<file path="src/rtl/sysbus_rr_arbiter.sv">
// N-channel Sysbus request arbiter: round-robin grant, write-burst locking,
// one outstanding read per channel, and tag-matched response steering.
module sysbus_rr_arbiter #(
   parameter int NUM_CH         = 2,
   parameter int BUS_DATA_WIDTH = 64,
   parameter int BUS_TAG_WIDTH  = 13,
   parameter int WRITE_BEATS    = 8
) (
   input  logic                               clk,
   input  logic                               reset,
   input  logic [NUM_CH-1:0]                  ch_reqcyc,
   input  logic [NUM_CH*BUS_DATA_WIDTH-1:0]   ch_req,
   input  logic [NUM_CH*BUS_TAG_WIDTH-1:0]    ch_reqtag,
   output logic [NUM_CH-1:0]                  ch_reqack,
   output logic [NUM_CH-1:0]                  ch_respcyc,
   input  logic [NUM_CH-1:0]                  ch_respack,
   output logic                               bus_reqcyc,
   output logic [BUS_DATA_WIDTH-1:0]          bus_req,
   output logic [BUS_TAG_WIDTH-1:0]           bus_reqtag,
   input  logic                               bus_reqack,
   input  logic                               bus_respcyc,
   input  logic [BUS_TAG_WIDTH-1:0]           bus_resptag,
   output logic                               bus_respack,
   output logic                               resp_unmatched,
   output logic [1:0]                         dbg_state
);

   localparam int CH_W   = (NUM_CH > 1) ? $clog2(NUM_CH) : 1;
   localparam int BEAT_W = (WRITE_BEATS > 1) ? $clog2(WRITE_BEATS) : 1;

   typedef enum logic [1:0] {
      ST_IDLE  = 2'd0,
      ST_GRANT = 2'd1,
      ST_BURST = 2'd2
   } state_e;

   state_e                    state_q, state_d;
   logic [CH_W-1:0]           owner_q, owner_d;
   logic [CH_W-1:0]           last_q, last_d;
   logic [BEAT_W-1:0]         beat_q, beat_d;
   logic [NUM_CH-1:0]         pend_vld_q, pend_vld_d;
   logic [BUS_TAG_WIDTH-1:0]  pend_tag_q [NUM_CH];
   logic [BUS_TAG_WIDTH-1:0]  pend_tag_d [NUM_CH];
   logic                      routed_q, routed_d;
   logic [CH_W-1:0]           routed_ch_q, routed_ch_d;

   logic [NUM_CH-1:0]         eligible;
   logic                      any_elig;
   logic [CH_W-1:0]           rr_pick;
   logic [NUM_CH-1:0]         match_sel;
   logic                      any_match;
   logic [CH_W-1:0]           match_idx;
   logic                      read_acc;
   logic                      own_reqcyc;
   logic [BUS_DATA_WIDTH-1:0] own_req;
   logic [BUS_TAG_WIDTH-1:0]  own_tag;

   assign own_reqcyc = ch_reqcyc[owner_q];
   assign own_req    = ch_req[owner_q*BUS_DATA_WIDTH +: BUS_DATA_WIDTH];
   assign own_tag    = ch_reqtag[owner_q*BUS_TAG_WIDTH +: BUS_TAG_WIDTH];
   assign dbg_state  = state_q;

   // A read is blocked while that channel still has a read outstanding.
   always_comb begin
      eligible = '0;
      for (int k = 0; k < NUM_CH; k++) begin
         eligible[k] = ch_reqcyc[k] &
                       ~(ch_reqtag[k*BUS_TAG_WIDTH + BUS_TAG_WIDTH - 1] & pend_vld_q[k]);
      end
   end

   always_comb begin
      any_elig = 1'b0;
      rr_pick  = '0;
      for (int i = 1; i <= NUM_CH; i++) begin
         if (!any_elig && eligible[(int'(last_q) + i) % NUM_CH]) begin
            any_elig = 1'b1;
            rr_pick  = CH_W'((int'(last_q) + i) % NUM_CH);
         end
      end
   end

   always_comb begin
      match_sel = '0;
      any_match = 1'b0;
      match_idx = '0;
      for (int k = 0; k < NUM_CH; k++) begin
         if (!any_match && pend_vld_q[k] && (pend_tag_q[k] == bus_resptag)) begin
            any_match    = 1'b1;
            match_sel[k] = 1'b1;
            match_idx    = CH_W'(k);
         end
      end
   end

   assign ch_respcyc     = bus_respcyc ? match_sel : '0;
   assign bus_respack    = |(ch_respack & match_sel);
   assign resp_unmatched = bus_respcyc & ~any_match;

   always_comb begin
      state_d    = state_q;
      owner_d    = owner_q;
      last_d     = last_q;
      beat_d     = beat_q;
      read_acc   = 1'b0;
      bus_reqcyc = 1'b0;
      bus_req    = '0;
      bus_reqtag = '0;
      ch_reqack  = '0;
      case (state_q)
         ST_IDLE: begin
            if (any_elig) begin
               owner_d = rr_pick;
               state_d = ST_GRANT;
            end
         end
         ST_GRANT: begin
            // A requester that withdraws before the ack forfeits the grant.
            if (!own_reqcyc) begin
               state_d = ST_IDLE;
            end else begin
               bus_reqcyc         = 1'b1;
               bus_req            = own_req;
               bus_reqtag         = own_tag;
               ch_reqack[owner_q] = bus_reqack;
               if (bus_reqack) begin
                  last_d = owner_q;
                  if (own_tag[BUS_TAG_WIDTH-1]) begin
                     read_acc = 1'b1;
                     state_d  = ST_IDLE;
                  end else begin
                     beat_d  = '0;
                     state_d = ST_BURST;
                  end
               end
            end
         end
         ST_BURST: begin
            bus_reqcyc = 1'b1;
            bus_req    = own_req;
            bus_reqtag = own_tag;
            if (beat_q == BEAT_W'(WRITE_BEATS - 1)) begin
               beat_d  = '0;
               state_d = ST_IDLE;
            end else begin
               beat_d = beat_q + 1'b1;
            end
         end
         default: state_d = ST_IDLE;
      endcase
   end

   // Pending read retires on the first idle bus cycle after its routed beats.
   always_comb begin
      pend_vld_d  = pend_vld_q;
      pend_tag_d  = pend_tag_q;
      routed_d    = routed_q;
      routed_ch_d = routed_ch_q;
      if (bus_respcyc && any_match) begin
         routed_d    = 1'b1;
         routed_ch_d = match_idx;
      end else if (!bus_respcyc && routed_q) begin
         routed_d                = 1'b0;
         pend_vld_d[routed_ch_q] = 1'b0;
      end
      if (read_acc) begin
         pend_vld_d[owner_q] = 1'b1;
         pend_tag_d[owner_q] = own_tag;
      end
   end

   always_ff @(posedge clk or negedge reset) begin
      if (!reset) begin
         state_q     <= ST_IDLE;
         owner_q     <= '0;
         last_q      <= CH_W'(NUM_CH - 1);
         beat_q      <= '0;
         pend_vld_q  <= '0;
         routed_q    <= 1'b0;
         routed_ch_q <= '0;
         for (int k = 0; k < NUM_CH; k++) pend_tag_q[k] <= '0;
      end else begin
         state_q     <= state_d;
         owner_q     <= owner_d;
         last_q      <= last_d;
         beat_q      <= beat_d;
         pend_vld_q  <= pend_vld_d;
         routed_q    <= routed_d;
         routed_ch_q <= routed_ch_d;
         for (int k = 0; k < NUM_CH; k++) pend_tag_q[k] <= pend_tag_d[k];
      end
   end

endmodule

</file>
<file path="config.mk">
export PLATFORM = sky130hd
export DESIGN_NAME = sysbus_rr_arbiter
export DESIGN_NICKNAME = d
export VERILOG_FILES = /design/src/rtl/sysbus_rr_arbiter.sv
export SDC_FILE = /design/constraint.sdc
export NUM_CORES = 1
export LEC_CHECK = 0
export BUFFER_PORTS_ARGS = -buffer_cell sky130_fd_sc_hd__buf_2
export CORE_AREA = 2 2 102 104
export DETAILED_ROUTE_END_ITERATION = 7
export DIE_AREA = 0 0 104 106
export GPL_TIMING_DRIVEN = 0
export PLACE_DENSITY_LB_ADDON = 0.05
export SETUP_SLACK_MARGIN = 0.15
export SLEW_MARGIN = 10
export SYNTH_ARGS = -nofsm -noshare
export SYNTH_HDL_FRONTEND = slang
export SYNTH_SLANG_ARGS = --single-unit
</file>
<file path="constraint.sdc">
create_clock -name clk -period 3.53 [get_ports clk]
set_input_delay 0.5295 -clock clk [delete_from_list [all_inputs] [get_ports clk]]
set_output_delay 0.5295 -clock clk [all_outputs]
set_load 0.01 [all_outputs]
</file>
Word level (Yosys, flattened, before mapping)
Index checks and enable logic that the tools add are counted.
{"block": "op_classes", "n_shift": 2, "reduce_logical": 20, "n_bitwise": 16, "n_eq_ne": 11, "mul": 1, "n_addsub": 3, "order_cmp": 8, "n_mux": 51}
{"operator": "$pmux 64 s2", "count": 1}
{"operator": "$shiftx 128x8->64", "count": 1}
{"operator": "$mux 64", "count": 1}
{"operator": "$bwmux 26", "count": 1}
{"operator": "$eq 13x13->1", "count": 2}
{"operator": "$mux 13", "count": 2}
{"operator": "$pmux 13 s2", "count": 1}
{"operator": "$shiftx 26x6->13", "count": 1}
{"operator": "$mux 1", "count": 24}
{"operator": "$mux 2", "count": 11}
{"operator": "$demux 13 s1", "count": 1}
{"operator": "$mux 3", "count": 4}
{"operator": "$ne 2x2->1 const B", "count": 5}
{"operator": "$logic_and 1x1->1", "count": 9}
{"operator": "$and 2x2->2", "count": 3}
{"operator": "$lt 2x3->1 const B", "count": 2}
{"operator": "$pmux 2 s3", "count": 1}
{"operator": "$pmux 3 s2", "count": 1}
{"operator": "$reduce_and 3->1", "count": 2}
{"operator": "$and 1x1->1", "count": 5}
{"operator": "$mul 1x4->5 const B", "count": 1}
{"operator": "$lt 1x2->1 const B", "count": 2}
{"operator": "$reduce_and 4->1", "count": 1}
{"operator": "$reduce_bool 2->1", "count": 2}
{"operator": "other kinds (20)", "count": 28}
{"block": "totals", "output_inout_bits": 86, "register_bits": 37, "elab_cells": 121, "in_bits": 175}

Depth between registers and ports, before layout
Gate-level depths: netlist of run 1.
{"block": "depth", "word_depth": 12, "mapped_depth": 7, "depth_no_buf": 6}

Worst setup path after synthesis of run 1
OpenSTA, ideal clock, no wires.
{"block": "synth_timing", "path_kind": "input-to-output", "start": "input bus_resptag[2]", "end": "output bus_respack", "arrival_time_ns": 1.667, "n_path_buf": 0, "stages": 5, "required_time_ns": 3.000, "path_slack_ns": 1.333, "path_cell_list": "xnor2_1 > nand4_1 > nor4_1 > nand2_1 > o21ai_0"}
{"block": "synth_via", "elab_chain_cells": 9, "elab_cells_between_ends": 10, "classes_between": "2 x eq/ne; 2 x mux; 1 x bitwise; 5 x reduce/logical"}
{"item": "from (decl)", "line": "22", "rtl": "input logic [BUS_TAG_WIDTH-1:0] bus_resptag,"}
{"item": "$eq 13x13->1", "line": "88", "rtl": "if (!any_match && pend_vld_q[k] && (pend_tag_q[k] == bus_resptag)) begin"}
{"item": "$logic_and 1x1->1", "line": "88"}
{"item": "$mux 1", "line": "88"}
{"item": "$logic_not 1->1", "line": "88"}
{"item": "$logic_and 1x1->1 (2 in series)", "line": "88"}
{"item": "$mux 1", "line": "88"}
{"item": "$and 2x2->2 *", "line": "97", "rtl": "assign bus_respack = |(ch_respack & match_sel);"}
{"item": "$reduce_or 2->1 *", "line": "97"}
{"item": "to (decl)", "line": "23", "rtl": "output logic bus_respack,"}
Mark *: on every way between the ends. The rest lies on a longest branch, timed or not.

Final worst setup path of run 1
{"block": "layout_timing", "start": "register owner_q", "end": "output bus_req[18]"}
{"block": "layout_via", "elab_chain_cells": 4, "elab_cells_between_ends": 5, "classes_between": "1 x shift; 4 x mux"}
{"item": "from (decl)", "line": "38", "rtl": "logic [CH_W-1:0] owner_q, owner_d;"}
{"item": "from (signal assigned)", "line": "184", "rtl": "owner_q <= owner_d;"}
{"item": "parallel branches: the longest is 3 deep, another holds $shiftx 128x8->64"}
{"item": "$pmux 64 s2 *", "line": "110", "rtl": "case (state_q)"}
{"item": "to (decl)", "line": "18", "rtl": "output logic [BUS_DATA_WIDTH-1:0] bus_req,"}
Mark *: on every way between the ends. The select of a mux whose other input is x is not followed.

==> results of run 1 <==
-- through the flow --
stage	power (mW)	cell area (um2)	hold slack (ns)	setup WS [ns]
after floorplan	1.984	3012	0.2339	1.333
final	2.892	4589	0.3348	0.5061
after CTS	2.927	4584	0.3718	0.4865
after detailed placement	2.587	4483	0.4751	0.6782
after global routing	3.132	4589	0.4061	0.3817
after global placement	2.563	4483	0.4709	0.7227
-- cell type report --
| cell class | instances | share of cell area, % |
|---|---|---|
| Antenna cell | 2 | 0.1091 |
| Buffer | 19 | 2.072 |
| Clock buffer | 7 | 2.099 |
| Clock inverter | 1 | 0.1091 |
| Inverter | 8 | 0.6543 |
| Multi-Input combinational cell | 265 | 42.69 |
| Sequential cell | 37 | 20.20 |
| Tap cell | 136 | 3.708 |
| Timing Repair Buffer | 260 | 28.35 |
-- worst max-delay path, cell delays in order (launching register included) --
cell	delay, ns
dfrtp_1	0.36
buf_4	0.17
mux2_4	0.31
and2_4	0.17
o21ai_2	0.35
buf_2	0.30
buf_2	0.27
nor2_1	0.12
buf_2	0.15
-- where the power goes --
group	switching [mW]	internal, mW	total [mW]
Combinational	0.962	0.876	1.84
Clock	0.148	0.177	0.324
Sequential	0.122	0.608	0.730
-- logic make-up (layout without fill, tap and decap cells) --
kind of cell             Yosys count  count (layout)  synth area share [%]
AND/OR/NAND/NOR                  113             113                 16.12
multiplexers                     103             103                 35.44
flip-flops                        37              37                 30.79
buffers and inverters             27             295                 4.154
XOR/XNOR                          26              26                 7.561
AO/OA/AOI/OAI                     18              18                 3.864
adder cells (fa/ha/maj)            5               5                 2.077
other                              0               2                     0
-- registers in the layout, indices dropped and copies added (netlist names) --
name and cells:
pend_tag_q 26, beat_q 3, last_q 1, dbg_state 2, routed_q 1, pend_vld_q 2
routed_ch_q 1, owner_q 1
-- per-layer routing --
metal,part of all wire (%),up-vias
li1,-,1658
met1,41,1522
met2,50,145
met3,7.5,18
met4,1.7,2
met5,0.089,-
-- cell usage in the layout, fill, tap and decap left out, types with 3 or more instances in the layout --
cell / netlist / layout
nand4_1: 6 / 6
nand2b_1: 4 / 4
nand2_1: 12 / 12
inv_1: 8 / 8
dfrtp_1: 36 / 36
mux2_1: 16 / 16
xnor2_1: 26 / 26
a21oi_1: 3 / 3
ha_1: 5 / 5
o21ai_0: 6 / 6
mux2_2: 9 / 9
nor2_1: 80 / 80
clkbuf_8: 0 / 7
buf_2: 7 / 267
clkbuf_1: 8 / 8
mux2i_1: 77 / 77
-- worst min path at each step --
stage | startpoint | endpoint | slack [ns]
after floorplan | reset | beat_q[0]$_DFFE_PN0P_ | 0.23
after global placement | pend_tag_q[12]$_DFFE_PN0P_ | pend_tag_q[12]$_DFFE_PN0P_ | 0.47
after detailed placement | pend_tag_q[12]$_DFFE_PN0P_ | pend_tag_q[12]$_DFFE_PN0P_ | 0.48
after CTS | reset | dbg_state[1]$_DFFE_PN0P_ | 0.37
after global routing | reset | pend_tag_q[3]$_DFFE_PN0P_ | 0.41
final | reset | dbg_state[1]$_DFFE_PN0P_ | 0.33
==> flow_summary.ini, run 1 <==
[worst_setup_path]
r2r_end = pend_tag_q[8]$_DFFE_PN0P_
r2r_start = owner_q$_DFFE_PN0P_
crit_start = owner_q$_DFFE_PN0P_
crit_arrival_ns = 2.49
cp-endpoint = bus_req[18]
path_class = reg2out
worstSetupStartpointType = flop
r2r_slack_ns = 1.54
end_kind = primary output
worst-path-max-fanout = 10
r2r_cells = 7
worstPathRequired_ns = 3.00

[final_layout]
final_cells = 735
multi_input_area_mm2 = 0.001959
fillers = 1064
syn2layout_area_growth_pct = 52.39
regArea_um2 = 927.1
layout-drive-gt1-share_pct = 49.25
final_util_pct = 45.90
layout.nets = 776

[timing]
max_slew_margin_pct = 31.55
tns_ns = 0
fin_worst_skew_ns = 0.007998
final-hold-violation-count = 0
period_share_pct = 85.66
slew_violations = 0
setup_violations = 0
fin_crit_ns = 3.024
rsz0062_at_grt = false
worst_pin_slew_ns = 1.017
timing.fmax_mhz = 330.7

[clock_tree]
clkSlewWorstSetupHoldPaths_ns = 0.08
post_cts_resized = 0
cts_root_buf = clkbuf_8
clock_latency_ns = 0.28
cts_buffers = 5
cts_tree = yes
htreeDepth = 2
post_cts_buffers = 0
clockBufferDepth = 2
cts_hold_buf = 0
numClockSinks = 37

[floorplanning]
start_util_pct = 30.12
ios = 261
rows = 37
dieArea_mm2 = 0.01102
dieHeight_um = 106
coreArea_mm2 = 0.01000
fp.dieW_um = 104

[global_route]
grt_use_met3_pct = 5.641
use_met1_pct = 23.08
overflow = 0
grt_pass1_vias = 3215
grt_first_pass_wirelength_mm = 16.95
antenna_found_initial = 3
grt_max_degree = 38
grt-busiest-layer = met2
use_met2_pct = 34.35
track_usage_pct = 19.44

[synthesis]
synth_top_area_share_pct = 29.91
yosys.area.top_type = dfrtp_1
avgSynthCellArea_um2 = 9.154
yosysMostFrequentCell = nor2_1
ys_seq_elements = 37
synth.distinct_cells = 36
synthArstFlopShare_pct = 100.0
netlist_instances = 329
yosys-top-cells-area = dfrtp_1, mux2i_1, nor2_1, xnor2_1, mux2_1
yosysSeqAreaShare_pct = 30.79
synth_flop_cell = dfrtp_1
ys_warn_count = 0
syn_area_mm2 = 0.003012
synthTopCellsByCount = nor2_1, mux2i_1, dfrtp_1
synthesis.nets = 509
synth_edf_count = 0

[route]
drt_iter0_markers = 154
viasPerCell = 4.551
wire_per_inst_um = 15.23
final_antenna_net_count = 0
wl_mm = 11.20
route.detailed.drc = 0
vias = 3345
drt_first_pass_iters = 4

[placed_design]
portBuffers = 260
place_congestion = 0.8863
dp.cells = 725
dp_hpwl_mm = 9.410

[job]
cap_violations = 0

[power_and_ir_drop]
ir_worst_vdd_v = 0.0002469
pwr_density_cell_mw_per_mm2 = 630.1
p_leak_nw = 2.658

[status]
run_status = complete, no violations

[min_path]
min_path_type = in2async
(Power assumes the default switching activity.)
==> run 2, diff against run 1 <==
- ABC_AREA: default -> 1
==> run 2 against run 1 <==
Against the previous run:
- cell count grew 41%
- worst setup slack gained 0.42 ns
- global-route usage grew 7.4 points
- routed wire length grew 33%
- hold slack gained 0.0027 ns
- largest cell class unchanged
- highest routed layer is now met4
==> flow_summary.ini, run 2 <==
[worst_setup_path]
r2r_end = beat_q[1]$_DFFE_PN0P_
worstPathRequired_ns = 3.00
r2r_start = dbg_state[1]$_DFFE_PN0P_
crit_arrival_ns = 2.08
end_kind = primary output
cp_slowest_cell = dfrtp_1
worstSetupStartpointType = flop
r2r_cells = 7
worst-path-max-fanout = 10
r2r_slack_ns = 1.87
path_class = reg2out
cp-endpoint = bus_req[14]
critical-path-max-stage-delay_ns = 0.43
cp_cell_sequence = inv_1 -> ha_1 -> nand2_1 -> nand2_1 -> nand2_2 -> buf_6 -> buf_6 -> a21oi_2 -> buf_2
crit_start = dbg_state[1]$_DFFE_PN0P_

[final_layout]
layout-drive-gt1-share_pct = 35.81
mostFrequentLayoutCells = nand2_1, buf_2, inv_1, a21oi_1, nor2_1
largest_reg_flops = 26
antenna_cells = 0
largest_register = pend_tag_q
reg.largest.list = pend_tag_q: 26 flops, beat_q: 3 flops
fin_area_mm2 = 0.005147
final_common_cell = nand2_1
syn2layout_area_growth_pct = 44.00
layout.nets = 1081

[synthesis]
yosys-top-cells-area = nand2_1, dfrtp_1, a21oi_1, inv_1, nor2_1
synth.distinct_cells = 30
avgSynthCellArea_um2 = 5.638
synth_flop_cell = dfrtp_1
synth_edf_count = 0
ys_warn_count = 0
synthTopCellsByCount = nand2_1, inv_1, a21oi_1
syn_area_mm2 = 0.003575
synth_top_area_share_pct = 31.71
yosys.area.top_type = nand2_1
yosysSeqAreaShare_pct = 25.94
synthArstFlopShare_pct = 100.0
ys_seq_elements = 37
netlist_instances = 634
synthesis.nets = 814
yosysMostFrequentCell = nand2_1

[timing]
fin_crit_ns = 2.606
max_slew_margin_pct = 44.17
slew_violations = 0
tns_ns = 0
rsz0062_at_grt = false
fin_worst_skew_ns = 0.002713
period_share_pct = 73.83
setup_violations = 0
final-hold-violation-count = 0
timing.fmax_mhz = 383.7
finalWorstSetupSlack_ns = 0.9239
worst_pin_slew_ns = 0.8374

[clock_tree]
cts_buffers = 5
clockBufferDepth = 2
clkSlewWorstSetupHoldPaths_ns = 0.07
numClockSinks = 37
post_cts_resized = 0
post_cts_buffers = 0
cts_tree = yes
cts_hold_buf = 0
cts_root_buf = clkbuf_8
htreeDepth = 2
clock_latency_ns = 0.29

[min_path]
min_path_type = in2async

[global_route]
antenna_found_initial = 0
overflow = 0
grt_max_degree = 38
grt_first_pass_wirelength_mm = 23.81
track_usage_pct = 26.87
grt_pass1_vias = 4868

[floorplanning]
dieHeight_um = 106
start_util_pct = 35.75
rows = 37
ios = 261
fp.dieW_um = 104
dieArea_mm2 = 0.01102
coreArea_mm2 = 0.01000

[route]
route.detailed.drc = 0
vias = 4837
viasPerCell = 4.660
drt_iter0_markers = 298
wl_mm = 14.90
wire_per_inst_um = 14.35
final_antenna_net_count = 0
drt_first_pass_iters = 5

[placed_design]
portBuffers = 260
placed_cell_area_mm2 = 0.005046
place_ws_ns = 1.241
dp_hpwl_mm = 12.63
place_congestion = 0.9698

[status]
run_status = complete, no violations

[power_and_ir_drop]
pwr_density_cell_mw_per_mm2 = 637.7
p_leak_nw = 3.166
ir_worst_vdd_v = 0.0002822

[job]
cap_violations = 0
[run 2: changes by cell type after synthesis, sizes merged, moves of 27 or more]
| cell | previous run | this run |
|---|---|---|
| a21oi | 3 | 66 |
| inv | 8 | 68 |
| mux2i | 77 | 0 |
| nand2 | 14 | 303 |
| nor2 | 80 | 53 |
| o21ai | 7 | 40 |
[run 2: final cells by class]
type | count | area [um2]
plain buffers | 29 | 171.4
fillers | 1084 | 4852
well taps | 136 | 170.2
inverters | 68 | 260.3
clock buffers | 7 | 96.34
flip-flops and latches | 37 | 927.1
clock inverters | 1 | 5.005
multi-input cells | 500 | 2216
repair buffers | 260 | 1301
[run 2: how the worst min path moves through the flow]
stage,startpoint,endpoint,depth (start not counted)
after global placement,beat_q[2]$_DFFE_PN0P_,beat_q[2]$_DFFE_PN0P_,2
after CTS,reset,pend_tag_q[10]$_DFFE_PN0P_,1
final,reset,pend_tag_q[10]$_DFFE_PN0P_,1
after floorplan,reset,beat_q[0]$_DFFE_PN0P_,0
after global routing,reset,pend_tag_q[25]$_DFFE_PN0P_,1
after detailed placement,last_q$_DFFE_PN1P_,last_q$_DFFE_PN1P_,2
[run 2: kinds of logic (layout without fill, tap and decap cells)]
kind of cell | count (synthesis) | count (layout) | share of synthesized area (%)
xor+xnor | 1 | 1 | 0.2451
flops | 37 | 37 | 25.94
simple gates | 384 | 384 | 43.23
compound gates | 110 | 110 | 16.77
fa+ha+maj | 5 | 5 | 1.750
buf+inv | 97 | 365 | 12.08
[run 2: routing by layer]
layer	vias to the layer above	GRT usage, %	wire, um
li1	2484	-	-
met1	2151	33.82	6331
met2	176	46.71	7135
met3	26	5.273	1064
met4	0	7.915	365
met5	-	0	0
[run 2: worst max-delay path, delay by kind of cell, from the launching register on]
kind / cells / cell delay, ns
compound gates: 1 / 0.16
fa+ha+maj: 1 / 0.29
flops: 1 / 0.43
simple gates: 3 / 0.29
buf+inv: 4 / 0.60
[run 2: where the power goes]
part           total (mW)  leakage (nW)  switching (mW)  internal [mW]
logic                2.24          2.68            1.43          0.806
registers           0.714         0.434           0.111          0.603
clock network       0.328        0.0542           0.152          0.177
total                3.28          3.17            1.70           1.59
[run 2: metrics by stage]
| stage | utilization, % | cells | total power [mW] | hold WS (ns) |
|---|---|---|---|---|
| CTS | 51.48 | 1038 | 3.300 | 0.3628 |
| global route | 51.48 | 1038 | 3.634 | 0.4072 |
| detailed placement | 50.46 | 1030 | 2.956 | 0.4731 |
| global placement | 50.46 | 1030 | 2.935 | 0.4728 |
| floorplan | - | 634 | 2.159 | 0.2339 |
| finish | 51.48 | 1038 | 3.283 | 0.3375 |
